--- config.mk ---
export PLATFORM = sky130hd
export DESIGN_NAME = wtr_burst_sequencer
export DESIGN_NICKNAME = d
export VERILOG_FILES = /design/src/rtl/wtr_pkg.sv /design/src/rtl/wtr_onehot_dec.sv /design/src/rtl/wtr_burst_sequencer.sv
export SDC_FILE = /design/constraint.sdc
export NUM_CORES = 1
export LEC_CHECK = 0
export CAP_MARGIN = 20
export CORE_ASPECT_RATIO = 0.5
export CORE_MARGIN = 2
export CORE_UTILIZATION = 35
export CTS_CLUSTER_DIAMETER = 40
export DETAILED_ROUTE_END_ITERATION = 16
export GPL_ROUTABILITY_DRIVEN = 0
export PLACE_DENSITY_LB_ADDON = 0.3
export RECOVER_POWER = 25
export SETUP_SLACK_MARGIN = 0.5
export SLEW_MARGIN = 20
export SYNTH_ARGS = -nofsm -noshare
export SYNTH_HDL_FRONTEND = slang
export SYNTH_SLANG_ARGS = --single-unit
--- constraint.sdc ---
create_clock -name clk -period 2.48 [get_ports clk]
set_input_delay 0.744 -clock clk [delete_from_list [all_inputs] [get_ports clk]]
set_output_delay 0.744 -clock clk [all_outputs]
set_load 0.01 [all_outputs]
--- src/rtl/wtr_pkg.sv ---
// Shared definitions for the write-to-register burst sequencer: FSM encoding,
// default register count and the named register-file indices.
package wtr_pkg;

  localparam int WTR_NUM_REGS = 19;

  typedef enum logic [1:0] {
    ST_IDLE  = 2'd0,
    ST_WRITE = 2'd1,
    ST_DONE  = 2'd2
  } wtr_state_t;

  localparam logic [4:0] PC   = 5'd1;
  localparam logic [4:0] IR   = 5'd2;
  localparam logic [4:0] AR   = 5'd3;
  localparam logic [4:0] DR   = 5'd4;
  localparam logic [4:0] TR   = 5'd5;
  localparam logic [4:0] N    = 5'd6;
  localparam logic [4:0] M    = 5'd7;
  localparam logic [4:0] P    = 5'd8;
  localparam logic [4:0] ROW  = 5'd9;
  localparam logic [4:0] COL  = 5'd10;
  localparam logic [4:0] CURR = 5'd11;
  localparam logic [4:0] SUM  = 5'd12;
  localparam logic [4:0] AVAL = 5'd13;
  localparam logic [4:0] STA  = 5'd14;
  localparam logic [4:0] STB  = 5'd15;
  localparam logic [4:0] STC  = 5'd16;
  localparam logic [4:0] A    = 5'd17;
  localparam logic [4:0] B    = 5'd18;
  localparam logic [4:0] AC   = 5'd19;

endpackage

--- src/rtl/wtr_onehot_dec.sv ---
// Register index to one-hot write-enable decoder. Index i drives bit i-1;
// index 0, out-of-range indices and en_i=0 all give an all-zero vector.
module wtr_onehot_dec #(
  parameter int NUM_REGS = 19,
  parameter int SEL_W    = 5
) (
  input  logic                en_i,
  input  logic [SEL_W-1:0]    sel_i,
  output logic [NUM_REGS-1:0] onehot_o
);

  for (genvar g = 0; g < NUM_REGS; g++) begin : g_bit
    assign onehot_o[g] = en_i && (sel_i == SEL_W'(g + 1));
  end

endmodule

--- src/rtl/wtr_burst_sequencer.sv ---
// Burst write-enable sequencer: takes a start index and a count, then enables
// consecutive registers (wrapping NUM_REGS -> 1) one per cycle.
module wtr_burst_sequencer
  import wtr_pkg::*;
#(
  parameter int NUM_REGS = WTR_NUM_REGS,
  parameter int SEL_W    = 5,
  parameter int LEN_W    = 5
) (
  input  logic                clk,
  input  logic                rst_n,
  input  logic                req_valid,
  output logic                req_ready,
  input  logic [SEL_W-1:0]    req_sel,
  input  logic [LEN_W-1:0]    req_len,
  input  logic                stall,
  input  logic                abort,
  output logic [NUM_REGS-1:0] wtr_onehot,
  output logic [SEL_W-1:0]    wtr_idx,
  output logic                done,
  output logic                err
);

  localparam logic [SEL_W-1:0] SEL_ONE = SEL_W'(1'b1);
  localparam logic [SEL_W-1:0] SEL_MAX = SEL_W'(NUM_REGS);
  localparam logic [LEN_W:0]   LEN_ONE = (LEN_W + 1)'(1'b1);

  wtr_state_t       state_q, state_d;
  logic [SEL_W-1:0] idx_q, idx_d;
  logic [LEN_W:0]   rem_q, rem_d;
  logic             err_q, err_d;

  logic             sel_legal_s;
  logic [LEN_W:0]   len_eff_s;
  logic             write_en_s;

  assign sel_legal_s = (req_sel != '0) && (req_sel <= SEL_MAX);
  assign len_eff_s   = (req_len == '0) ? LEN_ONE : {1'b0, req_len};

  // Next-state logic; abort wins over stall and never produces done or err.
  always_comb begin
    state_d = state_q;
    idx_d   = idx_q;
    rem_d   = rem_q;
    err_d   = 1'b0;
    case (state_q)
      ST_IDLE: begin
        if (req_valid && !abort) begin
          if (sel_legal_s) begin
            state_d = ST_WRITE;
            idx_d   = req_sel;
            rem_d   = len_eff_s;
          end else begin
            err_d = 1'b1;
          end
        end else begin
          err_d = 1'b0;
        end
      end
      ST_WRITE: begin
        if (abort) begin
          state_d = ST_IDLE;
          idx_d   = '0;
          rem_d   = '0;
        end else if (!stall) begin
          rem_d = rem_q - LEN_ONE;
          idx_d = (idx_q == SEL_MAX) ? SEL_ONE : (idx_q + SEL_ONE);
          if (rem_q == LEN_ONE) begin
            state_d = ST_DONE;
          end else begin
            state_d = ST_WRITE;
          end
        end else begin
          state_d = ST_WRITE;
        end
      end
      ST_DONE: begin
        state_d = ST_IDLE;
        idx_d   = '0;
        rem_d   = '0;
      end
      default: begin
        state_d = ST_IDLE;
        idx_d   = '0;
        rem_d   = '0;
      end
    endcase
  end

  // State and sequencing registers.
  always_ff @(posedge clk or negedge rst_n) begin
    if (!rst_n) begin
      state_q <= ST_IDLE;
      idx_q   <= '0;
      rem_q   <= '0;
      err_q   <= 1'b0;
    end else begin
      state_q <= state_d;
      idx_q   <= idx_d;
      rem_q   <= rem_d;
      err_q   <= err_d;
    end
  end

  // Only the write strobe sees stall directly; everything else is state-decoded.
  assign write_en_s = (state_q == ST_WRITE) && !stall;
  assign req_ready  = (state_q == ST_IDLE);
  assign done       = (state_q == ST_DONE);
  assign err        = err_q;
  assign wtr_idx    = write_en_s ? idx_q : '0;

  wtr_onehot_dec #(
    .NUM_REGS (NUM_REGS),
    .SEL_W    (SEL_W)
  ) u_dec (
    .en_i     (write_en_s),
    .sel_i    (idx_q),
    .onehot_o (wtr_onehot)
  );

endmodule

After elaboration in Yosys (flattened, before gate mapping)
Index checks and enable logic that the tools add are counted.
{ "classes": {"addsub": 2, "multipliers": 0, "n_div": 0, "magnitude_cmp": 1, "n_eq_ne": 25, "shift": 0, "mux": 22, "bitwise_logic": 0, "reduce_logical": 29} }
{ "ops": {"columns": ["operator", "count"], "rows": [
  ["$eq A5 B4 Y1 const B", 8],
  ["$mux W5", 7],
  ["$mux W6", 4],
  ["$logic_and A1 B1 Y1", 22],
  ["$eq A5 B3 Y1 const B", 4],
  ["$eq A5 B5 Y1 const B", 4],
  ["$pmux W6 S2", 1],
  ["$eq A5 B2 Y1 const B", 2],
  ["$mux W2", 5],
  ["$pmux W5 S2", 1],
  ["$eq A6 B1 Y1 const B", 1],
  ["$sub A6 B1 Y6 const B", 1],
  ["$add A5 B1 Y5 const B", 1],
  ["$eq A5 B1 Y1 const B", 1],
  ["$le A5 B5 Y1 const B", 1],
  ["$logic_not A5 Y1", 1],
  ["$reduce_bool A5 Y1", 1],
  ["$ne A2 B1 Y1 const B", 2],
  ["$pmux W2 S2", 1],
  ["$mux W1", 3],
  ["$ne A3 B3 Y1 const B", 1],
  ["$reduce_and A3 Y1", 1],
  ["$eq A2 B1 Y1 const B", 1],
  ["$eq A2 B2 Y1 const B", 1],
  ["3 further kinds", 4]
]} }
{ "word_totals": {"ff_bits": 14, "latchBits": 0, "ram_bits": 0, "rom_bits": 0, "in_bits": 15, "elab_cells": 83, "mem_count": 0} }

Logic depth before layout (Yosys ltp)
Gate-level depths: netlist (run 1).
{ "logic_depth": {"ltp_word": 5, "mapped_depth": 6, "ltp_nobuf": 6} }

Hierarchy
From an unflattened synthesis (run 1), not the netlist that was laid out.
{ "hier_totals": {"hier_cells": 135, "area_unflattened_um2": 1142.3} }
{ "modules_own_cells": {"columns": ["mod", "instances", "cells_per_inst", "area_each_um2"], "rows": [
  ["wtr_burst_sequencer", 1, 108, 993.5],
  ["wtr_onehot_dec", 1, 27, 148.9]
]} }

Worst setup path before layout (run 1)
Ideal clock, no wire load.
{ "synth_timing": {"kind": "input port to output port", "from": "input port stall", "to": "output port wtr_onehot[15]", "arrival_time_ps": 1791, "path_slack_ps": -55, "path_stages": 4, "path_cell_list": "nor3b_1 and2_1 nor3b_1 and2_1"} }
{ "synth_via": {"elab_chain_cells": 3} }
{ "synth_lines": {"columns": ["element", "line_no", "rtl"], "rows": [
  ["start, declared", "wtr_burst_sequencer.sv:16", "input logic stall,"],
  ["$logic_not A1 Y1", "wtr_burst_sequencer.sv:106", "assign write_en_s = (state_q == ST_WRITE) && !stall;"],
  ["$logic_and A1 B1 Y1", "wtr_burst_sequencer.sv:106", null],
  ["$logic_and A1 B1 Y1", "wtr_onehot_dec.sv:13", "assign onehot_o[g] = en_i && (sel_i == SEL_W'(g + 1));"],
  ["end, declared", "wtr_burst_sequencer.sv:18", "output logic [NUM_REGS-1:0] wtr_onehot,"]
]} }
Every way passes these cells.

Final worst setup path (run 1)
Same ends and word-level chain as after synthesis.

==> run_results.csv, run 1 <==
group,metric,value,unit
synth,synth-main-ff-cell,"dfrtp_1",
placement,io_buffers,41,
placement,dp_hpwl,2.90,mm
outcome,outcome,"finished with violations",
placement,placed_area,1860,sq um
power_and_ir_drop,p_leak,1.06,nW
clocking,clk_pin_slew_worst_paths,0.05,ns
setup_path,cp-start-kind,"input pin",
setup_path,cpMostUsedCell,"nor3b_4",
floorplanning,boundaryPins,42,
timing,finalSetupViolCount,6,
timing,hold_viol_final,0,
setup_path,cp_cell_sequence,"buf_8, nor3b_4, buf_4, and2_4, nor3b_4, and2_1, buf_2",
global_routing,gr-total-overflow,0,
finish,final_cell_mix,"25 x buf_6, 25 x buf_4, 19 x buf_2, 13 x dfrtp_1, 11 x nand2_1",
detailed_routing,drc,0,
floorplanning,initial_core_util,36.1,%
finish,final_nets,254,
power_and_ir_drop,intPower,0.000677,W
clocking,worst_skew_pair.late_latency,0.25,ns
synth,synth_seq_cells,14,
global_routing,grt_usage,20.8,%
detailed_routing,initialDrtViolationCount,82,
synth,synth_warnings,0,
synth,syn_nets,175,
setup_path,crit_fanout,3,
global_routing,grt_pass1_wl,6.55,mm
floorplanning,core,3380,sq um
outcome,violations,"negative setup slack",
detailed_routing,drt_pass1_iterations,4,
power_and_ir_drop,p_clk_share,16.5,%
power_and_ir_drop,netSwitchingPower,0.000492,W
finish,antennaDiodeCount,0,
timing,slew_headroom,54.8,%
setup_path,worstPathRequired,1.74,ns
setup_path,cp.arrival,1.77,ns
detailed_routing,viasPerCell,5.55,
min_path,min_path_type,"flip-flop to flip-flop",
power_and_ir_drop,p_per_area,526,nW/um^2
setup_path,crit_type,"input pin to output pin",
clocking,cts_sinks,14,
setup_path,cp_num_buf_inv,3,
timing,rsz0062_at_grt,"yes",
clocking,htree_num_levels,1,
synth,netlist_area,1220,sq um
setup_path,worst_setup_path_end_kind,"output pin",
global_routing,grt_pass1_vias,1377,
detailed_routing,vias,1503,
detailed_routing,wl_per_cell,16.0,um
power_and_ir_drop,power_frac_comb,50.6,%
synth,syn_area_per_cell,8.03,sq um
detailed_routing,drtAntennaViolNets,0,
floorplanning,die_width,87.5,um
clocking,cts_tree,"done",
clocking,cts_buffers,3,
global_routing,grt_max_degree,20,
global_routing,antenna_found_initial,0,
setup_path,cpPeakStageDelay,0.19,ns
synth,async_reset_ff_share,100,%
power_and_ir_drop,p_sw_share,42.1,%
timing,slew_violations,0,
power_and_ir_drop,irDropWorstVdd,213,uV
floorplanning,placementRows,15,
placement,place_ws,-0.802,ns
timing,timing.fmax,0.398,GHz
finish,drive_gt1_share,53.3,%
timing,fin_worst_skew,0.00711,ns
floorplanning,die_area,4000,sq um
finish,area_growth,82.3,%
finish,fin_area,2220,sq um
job,max-cap-violations,0,
power_and_ir_drop,sequentialPowerShare,32.9,%
clocking,clock-root-buffer,"clkbuf_8",
setup_path,crit_family,"simple AND/OR/NAND/NOR gates",
synth,syn-instance-count,152,
timing,fin_crit_sh,101,%
setup_path,critPathSlowestCell,"nor3b_4",
synth,synth_edf_count,0,
timing,period_needed,2.51,ns
clocking,clockBufferDepth,2,
floorplanning,die_h,45.7,um
timing,setup_ws,-0.0329,ns
timing,tightest_slew,0.676,ns
detailed_routing,routed_wirelength,4.34,mm
synth,yosysSeqAreaShare,28.7,%
synth,ys_types,38,
through the flow:
step                cells  total power [W]  hold WS, ns  setup TNS [ns]  util (%)
finish                271          0.00117        0.497          -0.163      65.8
detailed placement    249         0.000828        0.478          -18.13      55.0
CTS                   264          0.00110        0.486          -0.185      60.4
global placement      249         0.000818        0.459          -17.58      55.0
floorplan             152         0.000640        0.441               0         -
global route          271          0.00125        0.536          -0.840      65.8
logic make-up (layout without fill, tap and decap cells):
kind of cell,count (synthesis),count (layout),synth area share (%)
adder cells (fa/ha/maj),8,8,8.21
buffers and inverters,18,94,6.05
AND/OR/NAND/NOR,72,73,31.1
AO/OA/AOI/OAI,40,40,26.0
flip-flops,14,14,28.7
flip-flops by register name (all words and copies together), names as in the netlist:
register	flops
rem_q	6
idx_q	5
state_q	2
err	1
power by group through the flow:
stage / clock network (W) / logic (W) / registers [W]
2_1_floorplan: 0 / 0.000294 / 0.000346
3_3_place_gp: 0 / 0.000447 / 0.000371
3_5_place_dp: 0 / 0.000452 / 0.000376
4_1_cts: 0.000196 / 0.000528 / 0.000377
5_1_grt: 0.000205 / 0.000647 / 0.000396
6_report: 0.000193 / 0.000592 / 0.000385
what timing repair did:
item | in CTS | in global routing
endpoints found under the hold margin | 0 | 0
gates cloned | 0 | 1
hold buffers | 0 | 0
pin swaps | 16 | 16
setup endpoints to repair | 40 | 37
resized for setup | 172 | 26
setup buffers | 12 | 6
synth_stat cells, types with 5 or more instances:
library cell	instances	area (sq um)
nor2_1	18	67.6
a21oi_1	5	25.0
o21ai_0	7	35.0
inv_1	10	37.5
dfrtp_1	14	350
nor3_1	6	30.0
ha_1	8	100
nand2_1	15	56.3
and2_1	11	68.8
o2111ai_1	6	52.6
nand2b_1	5	31.3
area by class of cell:
| class | count | area (sq um) |
|---|---|---|
| Fill cell | 274 | 1150 |
| Sequential cell | 14 | 352 |
| Tap cell | 42 | 52.6 |
| Timing Repair Buffer | 80 | 679 |
| Multi-Input combinational cell | 121 | 1050 |
| Clock buffer | 3 | 41.3 |
| Inverter | 11 | 46.3 |
layer usage:
layer | GRT usage [%] | wire (um)
met1 | 25.2 | 1890
met2 | 38.3 | 2150
met4 | 5.23 | 33
met5 | 0 | 0
met3 | 4.71 | 272
worst paths after layout:
path / endpoint / from / cells after the start / slack [ns]
worst max-delay path: wtr_onehot[15] / stall / 7 / -0.03
worst min-delay path: rem_q[5]$_DFFE_PN0P_ / rem_q[5]$_DFFE_PN0P_ / 1 / 0.50
worst max register to register: idx_q[1]$_DFFE_PN0P_ / state_q[1]$_DFFE_PN0P_ / 10 / 0.40
worst min register to register: rem_q[5]$_DFFE_PN0P_ / rem_q[5]$_DFFE_PN0P_ / 1 / 0.50
max in group asynchronous: idx_q[0]$_DFFE_PN0P_ / rst_n / 1 / 1.04
min in group asynchronous: state_q[0]$_DFFE_PN0P_ / rst_n / 1 / 0.97
Power figures use the tool's default switching activity.
==> run 2: changes to the inputs <==
clock period = 2.7 ns   (was 2.48 ns; I/O delays follow)
==> run_results.csv, run 2 (synthesized netlist as in run 1, its figures left out) <==
group,metric,value,unit
detailed_routing,drt_pass1_iterations,4,
power_and_ir_drop,irDropWorstVdd,366,uV
timing,period_needed,2.63,ns
placement,io_buffers,41,
floorplanning,initial_core_util,36.1,%
setup_path,cpPeakStageDelay,0.19,ns
timing,slew_violations,0,
timing,timing.fmax,0.380,GHz
global_routing,grt_max_degree,20,
clocking,cts_tree,"done",
detailed_routing,routed_wirelength,4.01,mm
setup_path,critPathSlowestCell,"nor3b_4",
setup_path,worst_setup_path_end_kind,"output pin",
finish,area_growth,68.2,%
outcome,outcome,"completed",
floorplanning,die_h,45.7,um
setup_path,cp-start-kind,"input pin",
setup_path,cp_cell_sequence,"buf_8, nor3b_4, buf_4, and2_4, nor3b_4, and2_1, buf_2",
detailed_routing,wl_per_cell,15.6,um
floorplanning,placementRows,15,
timing,hold_viol_final,0,
global_routing,grt_usage,20.2,%
timing,whs,0.478,ns
power_and_ir_drop,p_per_area,508,nW/um^2
clocking,cts_sinks,14,
placement,place_ws,-0.734,ns
job,max-cap-violations,0,
timing,slew_headroom,53.7,%
finish,largest_register_ffs,6,
global_routing,grt_pass1_vias,1355,
finish,largest_registers,"rem_q x6, idx_q x5, state_q x2",
finish,final_common_cell,"buf_6",
power_and_ir_drop,power,0.00104,W
floorplanning,core,3380,sq um
detailed_routing,vias,1426,
clocking,cts_buffers,3,
placement,place_inst,244,
timing,tightest_slew,0.692,ns
clocking,clk_pin_slew_worst_paths,0.05,ns
timing,finalSetupViolCount,0,
setup_path,crit_fanout,3,
detailed_routing,drc,0,
clocking,worst_skew_pair.late_latency,0.25,ns
finish,final_nets,239,
setup_path,cp.arrival,1.82,ns
setup_path,crit_type,"input pin to output pin",
finish,drive_gt1_share,44.7,%
finish,fin_cells,257,
finish,largest_register,"rem_q",
timing,setup_tns,0,ns
global_routing,gr-total-overflow,0,
timing,fin_crit_sh,97.5,%
global_routing,grt_pass1_wl,6.21,mm
clocking,clockBufferDepth,2,
clocking,clock-root-buffer,"clkbuf_8",
clocking,hold_buffers,0,
timing,rsz0062_at_grt,"yes",
detailed_routing,drtAntennaViolNets,0,
clocking,htree_num_levels,1,
floorplanning,boundaryPins,42,
floorplanning,die_area,4000,sq um
detailed_routing,viasPerCell,5.55,
setup_path,cpMostUsedCell,"nor3b_4",
power_and_ir_drop,p_leak,0.957,nW
timing,fin_worst_skew,0.0102,ns
setup_path,worstPathRequired,1.89,ns
min_path,min_path_type,"flip-flop to flip-flop",
detailed_routing,initialDrtViolationCount,46,
global_routing,antenna_found_initial,0,
floorplanning,die_width,87.5,um
finish,antennaDiodeCount,0,
timing,setup_ws,0.0668,ns
placement,dp_hpwl,2.84,mm
finish,final_cell_mix,"18 x buf_6, 17 x buf_2, 15 x buf_4, 13 x dfrtp_1, 11 x nand2_1",
-- run 2: cell types whose count changed in the layout (fill, tap and decap cells not counted), sizes merged --
cell           change
clkdlybuf4s15      +1
clkbuf             +1
dlygate4sd2        +4
buf               -19
or3b               -1
-- run 2: worst max-delay path, delay by kind of cell --
family	cells	cell delay, ns
buffers and inverters	3	0.36
AND/OR/NAND/NOR	4	0.65
-- run 2: final cells by class --
type | instances | area [sq um]
multi-input cells | 120 | 986
inverters | 11 | 46.3
well taps | 42 | 52.6
clock buffers | 4 | 55.1
repair buffers | 66 | 561
flip-flops and latches | 14 | 352
fillers | 302 | 1330
-- run 2: routing by layer --
layer / routed length [um] / track usage [%] / vias up
met3: 240 / 4.53 / 8
li1: - / - / 683
met4: 55 / 5.23 / 0
met2: 1950 / 36.4 / 57
met1: 1760 / 25.1 / 678
met5: 0 / 0 / -
-- run 2: where the power goes --
part	leakage [nW]	switching (W)	internal [W]
registers	0.174	0.0000768	0.000268
clock network	0.0288	0.0000803	0.000129
logic	0.754	0.000267	0.000221
-- run 2: metrics by stage --
| stage | instance area [sq um] | util [%] |
|---|---|---|
| 2_1_floorplan | 1260 | - |
| 3_3_place_gp | 1810 | 53.7 |
| 3_5_place_dp | 1810 | 53.7 |
| 4_1_cts | 1890 | 56.0 |
| 5_1_grt | 2050 | 60.7 |
| 6_report | 2050 | 60.7 |
-- run 2: final timing paths --
check                                startpoint                endpoint  slack [ns]  cells after the start
hold reg to reg            rem_q[5]$_DFFE_PN0P_    rem_q[5]$_DFFE_PN0P_        0.48                      1
setup reg to reg           idx_q[0]$_DFFE_PN0P_    idx_q[4]$_DFFE_PN0P_        0.94                      6
max in group asynchronous                 rst_n    idx_q[1]$_DFFE_PN0P_        1.18                      1
setup / recovery                          stall          wtr_onehot[16]        0.07                      7
min in group asynchronous                 rst_n  state_q[1]$_DFFE_PN0P_        1.04                      1
hold / removal             rem_q[5]$_DFFE_PN0P_    rem_q[5]$_DFFE_PN0P_        0.48                      1
-- run 2: repair_timing --
action	4_1_cts	5_1_grt
buffers inserted	4	5
gates resized for setup	136	32
endpoints found under the setup margin	38	34
gates cloned	0	0
pin swaps	13	13
==> run 3: changes to the inputs <==
PLACE_DENSITY = 0.65   (was default)
PLACE_DENSITY_LB_ADDON = default   (was 0.3)
SYNTH_HIERARCHICAL = 1   (was default)
==> run_results.csv, run 3 <==
group,metric,value,unit
finish,largest_register_ffs,6,
synth,yosys.area_share.xor_xnor,0.767,%
finish,largest_register,"rem_q",
synth,synthSimpleGateAreaFrac,33.5,%
clocking,cts_tree,"done",
finish,largest_registers,"rem_q x6, idx_q x5, state_q x2",
setup_path,cp_cell_sequence,"buf_8, nor3_4, or4b_4, nor2_2, buf_2",
min_path,min_path_cells,1,
detailed_routing,wl_met2,1.73,mm
synth,synth_top_family_by_area,"simple AND/OR/NAND/NOR gates",
synth,syn_nets,153,
power_and_ir_drop,p_per_area,689,nW/um^2
detailed_routing,drc,0,
synth,synth-main-ff-cell,"dfrtp_1",
finish,n_fill_cell,266,
floorplanning,die_area,3760,sq um
setup_path,cp.depth,5,
synth,synth_edf_count,0,
global_routing,grt_pass1_wl,5.85,mm
synth,ys_types,43,
setup_path,worst_setup_path_end_kind,"output pin",
synth,synthTopCellsByCount,"21 x nor2_1, 14 x dfrtp_1, 11 x o31ai_1, 10 x nor3_1, 8 x a21oi_1",
synth,synth_area_leaders,"dfrtp_1 31%, o31ai_1 7.2%, nor2_1 6.9%",
timing,slew_headroom,55.5,%
timing,setup_tns,0,ns
detailed_routing,viasPerCell,5.50,
synth,async_reset_ff_share,100,%
finish,final_nets,216,
setup_path,ff2ff_path_depth,8,
clocking,htree_num_levels,1,
synth,synth_seq_cells,14,
floorplanning,boundaryPins,42,
synth,yosysSeqAreaShare,30.7,%
finish,area_growth,63.7,%
setup_path,cpPeakStageDelay,0.52,ns
floorplanning,core,3050,sq um
clocking,cts_sinks,14,
detailed_routing,vias,1304,
finish,antennaDiodeCount,0,
floorplanning,die_h,44.4,um
detailed_routing,top_layer_used,"met4",
detailed_routing,wl_per_cell,15.3,um
detailed_routing,wl_met3,281,um
clocking,cts_buffers,3,
timing,hold_viol_final,0,
synth,synth.most_common_cell,"nor2_1",
clocking,clockBufferDepth,2,
power_and_ir_drop,p_leak,0.814,nW
finish,fin_util,61.4,%
synth,synth_compound_area_share,23.3,%
outcome,outcome,"completed",
finish,drive_gt1_share,43.7,%
detailed_routing,initialDrtViolationCount,122,
synth,yosys.area.top_type,"dfrtp_1",
timing,finalSetupViolCount,0,
floorplanning,die_width,84.8,um
finish,final_cell_mix,"19 x buf_2, 16 x buf_4, 14 x nor2_2, 13 x dfrtp_1, 12 x buf_6",
detailed_routing,drt_pass1_iterations,4,
setup_path,critPathSlowestCell,"or4b_4",
timing,timing.fmax,0.384,GHz
timing,tightest_slew,0.665,ns
global_routing,gr-total-overflow,0,
synth,synth.mux.area_fraction,3.07,%
setup_path,crit_family,"simple AND/OR/NAND/NOR gates",
finish,final_common_cell,"buf_2",
floorplanning,placementRows,14,
detailed_routing,routed_wirelength,3.63,mm
synth,synth_top_cell_area_share,30.7,%
setup_path,crit_type,"input pin to output pin",
global_routing,antenna_found_initial,0,
detailed_routing,drtAntennaViolNets,0,
setup_path,cp.arrival,1.80,ns
clocking,clk_pin_slew_worst_paths,0.06,ns
timing,fin_worst_skew,0.00436,ns
timing,period_needed,2.61,ns
clocking,hold_buffers,0,
floorplanning,initial_core_util,37.5,%
placement,io_buffers,41,
synth,synth_warnings,6,
synth,netlist_area,1140,sq um
setup_path,crit_fanout,3,
setup_path,cp_num_buf_inv,2,
setup_path,cp-start-kind,"input pin",
synth,syn-instance-count,135,
timing,rsz0062_at_grt,"yes",
global_routing,grt_max_degree,15,
global_routing,grt_usage,19.8,%
placement,dp_hpwl,2.65,mm
synth,synth_fa_ha_area_share,3.29,%
setup_path,worstPathRequired,1.89,ns
power_and_ir_drop,power,0.00129,W
timing,fin_crit_sh,96.5,%
clocking,clock-root-buffer,"clkbuf_8",
detailed_routing,wl_met1,1.57,mm
timing,slew_violations,0,
power_and_ir_drop,irDropWorstVdd,332,uV
global_routing,grt_pass1_vias,1213,
clocking,worst_skew_pair.late_latency,0.25,ns
min_path,min_path_type,"flip-flop to flip-flop",
job,max-cap-violations,0,
synth,syn_area_per_cell,8.46,sq um
## run 3: changes by cell type after synthesis, sizes merged, moves of 5 or more
cell,delta
o2111ai,-6
nand2,-13
ha,-5
o31ai,+11
and2,-8
## run 3: logic make-up after synthesis
| kind of cell | Yosys count |
|---|---|
| xor gates and xnor gates | 1 |
| AOI/OAI and AO/OA | 38 |
| and+or+nand+nor | 63 |
| adders and majority gates | 3 |
| muxes | 3 |
| DFF | 14 |
| buffers and inverters | 13 |
## run 3: cell type report
type                    instances  area (sq um)  area share (%)
flip-flops and latches         14           352            18.8
well taps                      40          50.0            2.68
inverters                       7          26.3            1.40
clock buffers                   4          55.1            2.94
multi-input cells             108           863            46.2
repair buffers                 64           524            28.0
## run 3: power by group
part           switching, W  internal [W]  total [W]
registers          0.000131      0.000289   0.000420
clock network     0.0000814      0.000129   0.000211
logic              0.000346      0.000313   0.000658
## run 3: path summary, 6_finish.rpt
| kind | startpoint | endpoint | slack (ns) |
|---|---|---|---|
| setup / recovery | stall | wtr_onehot[1] | 0.09 |
| hold / removal | rem_q[5]$_DFFE_PN0P_ | rem_q[5]$_DFFE_PN0P_ | 0.49 |
| setup reg to reg | state_q[1]$_DFFE_PN0P_ | rem_q[0]$_DFFE_PN0P_ | 0.73 |
| hold reg to reg | rem_q[5]$_DFFE_PN0P_ | rem_q[5]$_DFFE_PN0P_ | 0.49 |
| max in group asynchronous | rst_n | idx_q[0]$_DFFE_PN0P_ | 1.20 |
| min in group asynchronous | rst_n | state_q[0]$_DFFE_PN0P_ | 1.03 |
## run 3: worst register-to-register path: stages, from the launching register on
cell,delay [ns]
dfrtp_1,0.42
buf_6,0.14
buf_4,0.13
buf_4,0.15
nor3b_4,0.23
a22o_4,0.21
nand2b_1,0.14
buf_4,0.15
mux2_4,0.30
## run 3: what timing repair did
action,CTS,global route
setup buffers,3,3
pin swaps,7,8
endpoints found under the hold margin,0,0
resized for setup,119,14
setup endpoints to repair,32,28
## run 3: per-stage QoR
stage	setup WS (ns)	cells	area (sq um)	hold WS (ns)
after global routing	0.0336	237	1870	0.532
final	0.0942	237	1870	0.490
after global placement	-0.692	227	1760	0.477
after floorplan	0.217	135	1210	0.452
after CTS	0.0359	234	1770	0.494
after detailed placement	-0.705	227	1760	0.484
## run 3: per-layer routing
metal  GRT usage, %  up-vias
li1               -      632
met1           25.3      607
met2           35.4       59
met3           3.54        6
met4           5.71        0
met5              0        -
